`src/rtl/time_display_scanner_pkg.sv`:
```
// Shared constants for the multiplexed seven-segment time display.
// Latency: none (constants and types only).
// Backpressure: not applicable.
package time_display_scanner_pkg;

    localparam int NUM_DIGITS = 8;

    // Active-low glyphs, bit order {g,f,e,d,c,b,a}
    localparam logic [6:0] SEG_0     = 7'h40;
    localparam logic [6:0] SEG_1     = 7'h79;
    localparam logic [6:0] SEG_2     = 7'h24;
    localparam logic [6:0] SEG_3     = 7'h30;
    localparam logic [6:0] SEG_4     = 7'h19;
    localparam logic [6:0] SEG_5     = 7'h12;
    localparam logic [6:0] SEG_6     = 7'h02;
    localparam logic [6:0] SEG_7     = 7'h78;
    localparam logic [6:0] SEG_8     = 7'h00;
    localparam logic [6:0] SEG_9     = 7'h10;
    localparam logic [6:0] SEG_DASH  = 7'h3F;
    localparam logic [6:0] SEG_BLANK = 7'h7F;

    // Digits whose decimal point is always lit: separators after hours,
    // minutes and seconds (digits 6, 4, 2)
    localparam logic [NUM_DIGITS-1:0] DP_MASK    = 8'b0101_0100;
    localparam logic [NUM_DIGITS-1:0] ANODES_OFF = 8'hFF;

    // Frame snapshot: BCD time plus PM flag, captured together
    typedef struct packed {
        logic [31:0] time_bcd;
        logic        pm;
    } snapshot_t;

endpackage

```
`src/rtl/time_display_scanner_bcd_to_seven_segment.sv`:
```
// Purpose: BCD nibble to active-low seven-segment glyph; non-decimal values show a dash.
// Latency: combinational.
// Backpressure: none.
module bcd_to_seven_segment
    import time_display_scanner_pkg::*;
(
    input  logic [3:0] nibble_i,
    output logic [6:0] seg_o
);

    // Glyph lookup; anything above 9 is not a valid BCD digit and renders as a dash
    always_comb begin
        seg_o = SEG_DASH;
        case (nibble_i)
            4'd0: seg_o = SEG_0;
            4'd1: seg_o = SEG_1;
            4'd2: seg_o = SEG_2;
            4'd3: seg_o = SEG_3;
            4'd4: seg_o = SEG_4;
            4'd5: seg_o = SEG_5;
            4'd6: seg_o = SEG_6;
            4'd7: seg_o = SEG_7;
            4'd8: seg_o = SEG_8;
            4'd9: seg_o = SEG_9;
            default: seg_o = SEG_DASH;
        endcase
    end

endmodule

```
`src/rtl/time_display_scanner.sv`:
```
// Purpose: 8-digit multiplexed seven-segment scanner with per-frame snapshot, inter-digit blanking and blink.
// Latency: 1 cycle; outputs registered from the current scan state, snapshot and i_Blink.
// Backpressure: none; free-running scan, new time is taken only at frame start.
module time_display_scanner
    import time_display_scanner_pkg::*;
#(
    parameter int REFRESH_DIVIDE = 5000,
    parameter int BLANK_CYCLES   = 50,
    parameter int BLINK_DIVIDE   = 1250000
) (
    input  logic        i_Clk_5MHz,
    input  logic        i_Reset,
    input  logic [31:0] i_Time,
    input  logic        i_PM,
    input  logic        i_Blink,
    output logic [7:0]  o_Anodes,
    output logic [6:0]  o_Segments,
    output logic        o_DP
);

    localparam int PW = (REFRESH_DIVIDE > 1) ? $clog2(REFRESH_DIVIDE) : 1;
    localparam int BW = (BLINK_DIVIDE > 1) ? $clog2(BLINK_DIVIDE) : 1;

    logic [PW-1:0]  presc_q, presc_d;
    logic [2:0]     digit_q, digit_d;
    logic [BW-1:0]  blink_cnt_q, blink_cnt_d;
    logic           blink_on_q, blink_on_d;
    snapshot_t      snap_q, snap_d;
    logic [7:0]     anodes_q, anodes_d;
    logic [6:0]     segs_q, segs_d;
    logic           dp_q, dp_d;

    logic           presc_wrap;
    logic           blink_wrap;
    logic           frame_start;
    logic           blanked;
    logic [3:0]     digit_nib;
    logic [6:0]     digit_glyph;

    // Selected digit nibble drives the single shared decoder
    assign digit_nib = snap_q.time_bcd[{digit_q, 2'b00} +: 4];

    bcd_to_seven_segment u_decoder (
        .nibble_i (digit_nib),
        .seg_o    (digit_glyph)
    );

    // Scan timing: prescaler, digit index, free-running blink phase, frame snapshot
    always_comb begin
        presc_wrap  = (presc_q == PW'(REFRESH_DIVIDE - 1));
        blink_wrap  = (blink_cnt_q == BW'(BLINK_DIVIDE - 1));
        frame_start = (presc_q == '0) && (digit_q == 3'd0);

        presc_d     = presc_wrap ? '0 : presc_q + 1'b1;
        digit_d     = presc_wrap ? digit_q + 3'd1 : digit_q;
        blink_cnt_d = blink_wrap ? '0 : blink_cnt_q + 1'b1;
        blink_on_d  = blink_wrap ? ~blink_on_q : blink_on_q;
        // Frame start is always a blanked cycle, so the new snapshot
        // never shows up part-way through a slot
        snap_d      = frame_start ? '{time_bcd: i_Time, pm: i_PM} : snap_q;
    end

    // Output image for the next cycle: blank gap / blink-off, else the slot glyph
    always_comb begin
        blanked  = (presc_q < PW'(BLANK_CYCLES)) || (i_Blink && !blink_on_q);

        anodes_d = ANODES_OFF;
        segs_d   = SEG_BLANK;
        dp_d     = 1'b1;
        if (!blanked) begin
            anodes_d = ~(8'd1 << digit_q);
            // Hours-tens zero is suppressed but its anode still scans
            if (digit_q == 3'd7 && digit_nib == 4'd0) begin
                segs_d = SEG_BLANK;
            end else begin
                segs_d = digit_glyph;
            end
            if (digit_q == 3'd0) begin
                dp_d = ~snap_q.pm;
            end else begin
                dp_d = ~DP_MASK[digit_q];
            end
        end
    end

    // State and output registers with synchronous reset
    always_ff @(posedge i_Clk_5MHz) begin
        if (i_Reset) begin
            presc_q     <= '0;
            digit_q     <= 3'd0;
            blink_cnt_q <= '0;
            blink_on_q  <= 1'b1;
            snap_q      <= '0;
            anodes_q    <= ANODES_OFF;
            segs_q      <= SEG_BLANK;
            dp_q        <= 1'b1;
        end else begin
            presc_q     <= presc_d;
            digit_q     <= digit_d;
            blink_cnt_q <= blink_cnt_d;
            blink_on_q  <= blink_on_d;
            snap_q      <= snap_d;
            anodes_q    <= anodes_d;
            segs_q      <= segs_d;
            dp_q        <= dp_d;
        end
    end

    assign o_Anodes   = anodes_q;
    assign o_Segments = segs_q;
    assign o_DP       = dp_q;

endmodule
```
`config.mk`:
```
export PLATFORM = sky130hd
export DESIGN_NAME = time_display_scanner
export DESIGN_NICKNAME = d
export VERILOG_FILES = /design/src/rtl/time_display_scanner_pkg.sv /design/src/rtl/time_display_scanner_bcd_to_seven_segment.sv /design/src/rtl/time_display_scanner.sv
export SDC_FILE = /design/constraint.sdc
export NUM_CORES = 1
export LEC_CHECK = 0
export ABC_AREA = 1
export CAP_MARGIN = 20
export CORE_MARGIN = 2
export CORE_UTILIZATION = 40
export DETAILED_ROUTE_END_ITERATION = 10
export HOLD_SLACK_MARGIN = 0.12
export PLACE_DENSITY_LB_ADDON = 0.25
export SYNTH_ARGS = -nofsm -noshare
export SYNTH_HDL_FRONTEND = slang
export SYNTH_SLANG_ARGS = --single-unit
```
`constraint.sdc`:
```
create_clock -name i_Clk_5MHz -period 2 [get_ports i_Clk_5MHz]
set_input_delay 0.5 -clock i_Clk_5MHz [delete_from_list [all_inputs] [get_ports i_Clk_5MHz]]
set_output_delay 0.5 -clock i_Clk_5MHz [all_outputs]
set_load 0.1 [all_outputs]
```
==> metrics.csv, run 1 <==
metric;value;unit
status;completed;
Yosys reg bits;88;
routed via count;3595;
HPWL reported at the end of detailed placement;6.66;mm
commonest cells in the synthesized netlist;105 x nand2_1, 93 x nor2_1, 88 x dfxtp_1;
number of top-level pins;52;
synth top area cells;dfxtp_1 42%, nand2_1 9.4%, nor2_1 8.3%, inv_1 6.3%, a211oi_2 5.9%;
WL met3;378;µm
CTS H-Tree Depth;3;
worst hold path type;register to register;
CTS tree;done;
initial antenna violation count;0;
part of the cycle the worst path needs;89.4;%
Num CTS Buffers;9;
clock period minus worst slack;1790;ps
unrepaired setup endpoints after global routing;false;
Die Ht;107;µm
leakage power;0.00208;µW
final setup violating endpoints;0;
worst hold slack;466;ps
clock skew after layout;8.85;ps
crit path kind;register to register;
share of layout cells above drive strength 1;14.3;%
Starting DRT DRC Count;117;
max-cap violation count;0;
worst hold path stage count;1;
core area;10300;µm²
fin worst setup slack;213;ps
power per cell area;709;nW/µm²
GRT Overall Usage;16.4;%
cells after synthesis;563;
vias per cell;4.74;
achievable frequency;0.559;GHz
final core utilization;49.1;%
Final Max Slew Viols;0;
count leader, synth;nand2_1;
critical path peak fanout;21;
FF-to-FF path depth;7;
row count;37;
Area Growth Syn to Fin;19.9;%
ANT nets after route;0;
antenna cells;0;
CP endpoint kind;register;
Final nets;668;
Ys Warns;0;
Pre-antenna DRT Iters;7;
chip width;107;µm
sequential element share of the synthesized area;41.8;%
largest net degree at the start of global routing;47;
DRC errors left;0;
ys flop type;dfxtp_1;
Yosys top cell by area;dfxtp_1;
syn_nets;613;
Power Total;3580;µW
pre-CTS setup slack;98.5;ps
worst relative slew slack;69.4;%
clk slew on worst S/H paths;90;ps
synthesized cell area;4210;µm²
crit path DAT;2030;ps
critical path required time;2240;ps
clk_lat worst skew;360;ps
cts hold-fix bufs;0;
R2R Setup Slk;210;ps
Initial Util;41.0;%
Critical Path Start Type;register;
Syn Area/Cell;7.48;µm²
CTS Root Cell;clkbuf_8;
Synth cell types;36;
GP Congestion;0.840;
CTS Buffer Depth;2;
DR top layer;met4;
routed len/inst;11.8;µm
Post-synth ARST share;0;%
Peak VDD IR;0.338;mV
clock sinks;88;
PortBufs;51;
global route total overflow;0;
vias in the first global route;3409;
Worst Max-Slew Pin Slew;455;ps
Die Area;11400;µm²
first-pass GRT wire length;15.0;mm
post-synth top area share;41.8;%
Final Hold Vio Count;0;
met2 WL post-DR;4.04;mm
drt total wl;8.95;mm
sum of negative setup slack;0;ps
M1 WL;4.39;mm
number of synthesized flops with an enable pin;0;
-- power breakdown --
part / switching (µW) / internal [µW] / total, µW / leakage, µW
combinational: 275 / 212 / 487 / 0.00126
sequential: 38.0 / 1840 / 1880 / 0.000721
clock: 608 / 604 / 1210 / 0.0000925
-- timing repair --
action | CTS | global route
setup endpoints to repair | 0 | 7
resized for setup | 0 | 5
setup buffers | 0 | 0
-- critical path: stages (launching register included) --
cell     delay (ps)
dfxtp_1         430
ha_1            280
nand3_1         190
nor2_1          220
nand4_1         200
nand2_1         150
buf_12          160
nor2_1           60
-- cell families (layout without fill, tap and decap cells) --
group	Yosys count	after routing	synth area share [%]
simple gates	281	281	29.3
buf+inv	97	156	9.78
flops	88	88	41.8
compound gates	76	76	13.4
fa+ha+maj	14	14	4.16
xor+xnor	7	7	1.46
-- metrics by stage --
step | area (µm²) | instances
2_1_floorplan | 4210 | 563
3_3_place_gp | 4850 | 743
3_5_place_dp | 4850 | 743
4_1_cts | 5030 | 758
5_1_grt | 5050 | 758
6_report | 5050 | 758
-- layer usage --
metal	track usage [%]	up-vias
met3	3.47	11
li1	-	1908
met1	21.5	1610
met2	26.2	66
met4	6.77	0
met5	0	-
-- path summary, 6_finish.rpt --
kind | startpoint | to
min | register | o_DP$_SDFF_PP1_
min reg2reg | register | o_DP$_SDFF_PP1_
max reg2reg | blink_cnt_q[0]$_SDFF_PP0_ | blink_cnt_q[0]$_SDFF_PP0_
max | blink_cnt_q[0]$_SDFF_PP0_ | blink_cnt_q[0]$_SDFF_PP0_
-- cell type report --
cell class / count / area, µm²
clock inverters: 3 / 42.5
multi-input cells: 378 / 2040
inverters: 79 / 297
clock buffers: 12 / 145
well taps: 136 / 170
repair buffers: 62 / 582
flip-flops and latches: 88 / 1770
fillers: 1006 / 5230
-- state kept, by name, indices dropped and copies added, names as in the netlist, named ones only --
| name | cells |
|---|---|
| blink_cnt_q | 21 |
| blink_on_q | 1 |
| digit_q | 3 |
| o_Anodes | 8 |
| o_DP | 1 |
| o_Segments | 7 |
| presc_q | 13 |
| snap_q | 33 |
-- placed cells by master (no fill, tap or decap), drive strengths merged --
cell           netlist  routed
a21oi               22      22
a211oi              24      24
ha                  14      14
a21boi               1       1
inv                 79      79
a31oi                1       1
nand2              107     107
nand4               10      10
clkbuf               4      12
xnor2                1       1
bufinv               0       1
o211ai               3       3
or2                  4       4
nor4                 2       2
o21bai               1       1
o21ai               23      23
dfxtp               88      88
clkdlybuf4s50        0      35
clkinvlp             0       1
nand3               41      41
buf                 14      27
xor2                 6       6
nor3                14      14
a31o                 1       1
nor3b                4       4
clkinv               0       1
nor2                99      99
No activity file was read; power rests on OpenSTA's default activity.
==> inputs of run 2 (changes only) <==
- CORE_UTILIZATION: 40 -> 45
==> metrics.csv, run 2 (synthesized netlist as in run 1, its figures left out) <==
metric;value;unit;change
achievable frequency;0.553;GHz;was 0.559 GHz
CTS Buffer Depth;2;;unchanged
vias per cell;4.90;;was 4.74
part of the cycle the worst path needs;90.3;%;was 89.4%
area of the multi-input gates;2050;µm²;was 2040 µm²
Peak VDD IR;0.379;mV;was 0.338 mV
status;completed;;unchanged
Comb pwr share;14.0;%;was 13.6%
Area Growth Syn to Fin;19.0;%;was 19.9%
number of top-level pins;52;;unchanged
Critical-path top delay cell;dfxtp_2;;was dfxtp_1
clock period minus worst slack;1810;ps;was 1790 ps
Clk network pwr share;32.3;%;was 33.9%
sum of negative setup slack;0;ps;unchanged
first-pass GRT wire length;14.7;mm;was 15.0 mm
Initial Util;46.0;%;was 41.0%
crit-path cells;buf_4 > nor2_1 > nor2_1 > o21ai_0 > nand3_1 > o21ai_2 > ha_1 > nand2_1 > inv_1 > nand3_1 > nand2_1 > nor2_4 > nand2_1;;was ha_1 > nand3_1 > nor2_1 > nand4_1 > nand2_1 > buf_12 > nor2_1
routed via count;3599;;was 3595
Starting DRT DRC Count;125;;was 117
net switching power;951;µW;was 921 µW
PortBufs;51;;unchanged
Top Registers;snap_q (33), blink_cnt_q (21), presc_q (13);;unchanged
Inst Count DP;718;;was 743
HPWL reported at the end of detailed placement;6.43;mm;was 6.66 mm
unrepaired setup endpoints after global routing;false;;unchanged
FF+latch area;1760;µm²;was 1770 µm²
crit path DAT;2050;ps;was 2030 ps
most frequent cells in the layout;104 x nand2_1, 92 x nor2_1, 87 x dfxtp_1, 71 x inv_1, 40 x nand3_1;;was 104 x nand2_1, 93 x nor2_1, 86 x dfxtp_1, 71 x inv_1, 40 x nand3_1
core area;9150;µm²;was 10300 µm²
Top delay family on crit path;simple AND/OR/NAND/NOR gates;;unchanged
worst relative slew slack;70.3;%;was 69.4%
drt total wl;8.66;mm;was 8.95 mm
GR met2 Demand/Resource;29.3;%;was 26.2%
clk slew on worst S/H paths;90;ps;about the same
pre-CTS setup slack;19.8;ps;was 98.5 ps
row count;35;;was 37
register name with the most flops;snap_q;;unchanged
initial antenna violation count;0;;unchanged
Num CTS Buffers;9;;unchanged
Sw Ratio;27.2;%;was 25.7%
critical path peak fanout;5;;was 21
most common cell after layout, fill and taps aside;nand2_1;;unchanged
ANT nets after route;0;;unchanged
sequential power share;53.7;%;was 52.5%
clock skew after layout;7.88;ps;was 8.85 ps
CP endpoint kind;register;;unchanged
clock sinks;88;;unchanged
final setup violating endpoints;0;;unchanged
GRT met3 Usage;3.19;%;was 3.47%
routed len/inst;11.8;µm;about the same
Final Hold Vio Count;0;;unchanged
most crowded layer after global routing;met2;;unchanged
chip width;101;µm;was 107 µm
Die Area;10100;µm²;was 11400 µm²
CTS tree;done;;unchanged
Critical Path Start Type;register;;unchanged
GRT Overall Usage;17.9;%;was 16.4%
global route total overflow;0;;unchanged
R2R Setup Slk;190;ps;was 210 ps
leakage power;0.00208;µW;about the same
max reg flops;33;;unchanged
fin worst setup slack;193;ps;was 213 ps
power per cell area;698;nW/µm²;was 709 nW/µm²
Pint;2540;µW;was 2660 µW
Die Ht;101;µm;was 107 µm
slowest stage delay, CP;380;ps;was 430 ps
cts hold-fix bufs;0;;unchanged
GP Congestion;0.876;;was 0.840
Worst Max-Slew Pin Slew;441;ps;was 455 ps
clk_lat worst skew;350;ps;was 360 ps
final non-filler cell total;734;;was 758
largest net degree at the start of global routing;58;;was 47
vias in the first global route;3356;;was 3409
worst hold path type;register to register;;unchanged
CTS H-Tree Depth;3;;unchanged
antenna cells;0;;unchanged
DRC errors left;0;;unchanged
Pre-antenna DRT Iters;4;;was 7
RR Startpoint;digit_q[0]$_SDFFE_PP0N_;;was blink_cnt_q[0]$_SDFF_PP0_
crit path kind;register to register;;unchanged
critical path's most frequent cell;nand2_1;;was nor2_1
Final Max Slew Viols;0;;unchanged
Fillers;905;;was 1006
Critical Path Source;digit_q[0]$_SDFFE_PP0N_;;was blink_cnt_q[0]$_SDFF_PP0_
Power Total;3490;µW;was 3580 µW
critical path required time;2250;ps;was 2240 ps
Final nets;668;;unchanged
share of layout cells above drive strength 1;14.8;%;was 14.3%
max-cap violation count;0;;unchanged
met1 Track Usage GR;23.6;%;was 21.5%
buffers plus inverters on the worst setup path;2;;was 1
CTS Root Cell;clkbuf_8;;unchanged
==> run 2: cell types whose count changed in the layout (fill, tap and decap cells not counted), sizes merged <==
cell | previous run | this run
inv | 79 | 80
bufinv | 1 | 0
clkbuf | 12 | 10
clkinv | 1 | 4
==> run 2: what timing repair did <==
| item | 4_1_cts | 5_1_grt |
|---|---|---|
| resized for setup | 0 | 5 |
| buffers inserted | 0 | 0 |
| endpoints found under the setup margin | 0 | 39 |
==> run 2: final timing paths <==
check | to | depth (start not counted)
max | o_Segments[2]$_SDFF_PP1_ | 13
min | o_DP$_SDFF_PP1_ | 1
max reg2reg | o_Segments[2]$_SDFF_PP1_ | 13
min reg2reg | o_DP$_SDFF_PP1_ | 1
==> run 2: metrics by stage <==
stage | area [µm²] | hold WS [ps] | util, %
floorplan | 4210 | 424 | -
CTS | 5000 | 459 | 54.6
global route | 5010 | 472 | 54.7
global placement | 4810 | 447 | 52.6
finish | 5010 | 457 | 54.7
detailed placement | 4810 | 447 | 52.6
==> run 2: area by class of cell <==
class / count / share of cell area (%)
clock buffers: 10 / 2.75
clock inverters: 6 / 0.874
inverters: 79 / 6.02
multi-input cells: 378 / 40.8
flip-flops and latches: 88 / 35.2
well taps: 111 / 2.77
repair buffers: 62 / 11.5
==> run 2: per-layer routing <==
layer | wire length (µm) | part of all wire, %
met3 | 402 | 4.6
met4 | 128 | 1.5
met5 | 0 | 0
met2 | 3870 | 45
met1 | 4250 | 49
==> run 2: power groups by stage <==
stage               clock network [µW]  registers [µW]  logic, µW
CTS                               1170            1880        488
floorplan                            0            1910        355
global placement                     0            1920        474
detailed placement                   0            1920        486
global route                      1230            1890        552
finish                            1130            1880        489
==> run 2: worst reg2reg max path, stage by stage (launching register included) <==
cell     delay, ps
dfxtp_2        380
buf_4          150
nor2_1          50
nor2_1          90
o21ai_0        100
nand3_1        100
o21ai_2        100
ha_1           220
nand2_1         60
inv_1           30
nand3_1         60
nand2_1        130
nor2_4         150
nand2_1         60
==> inputs of run 3 (changes only) <==
- CTS_CLUSTER_DIAMETER: not set -> 40
==> results of run 3 <==
No change in the layout: final DEF, timing and power equal those of run 2.
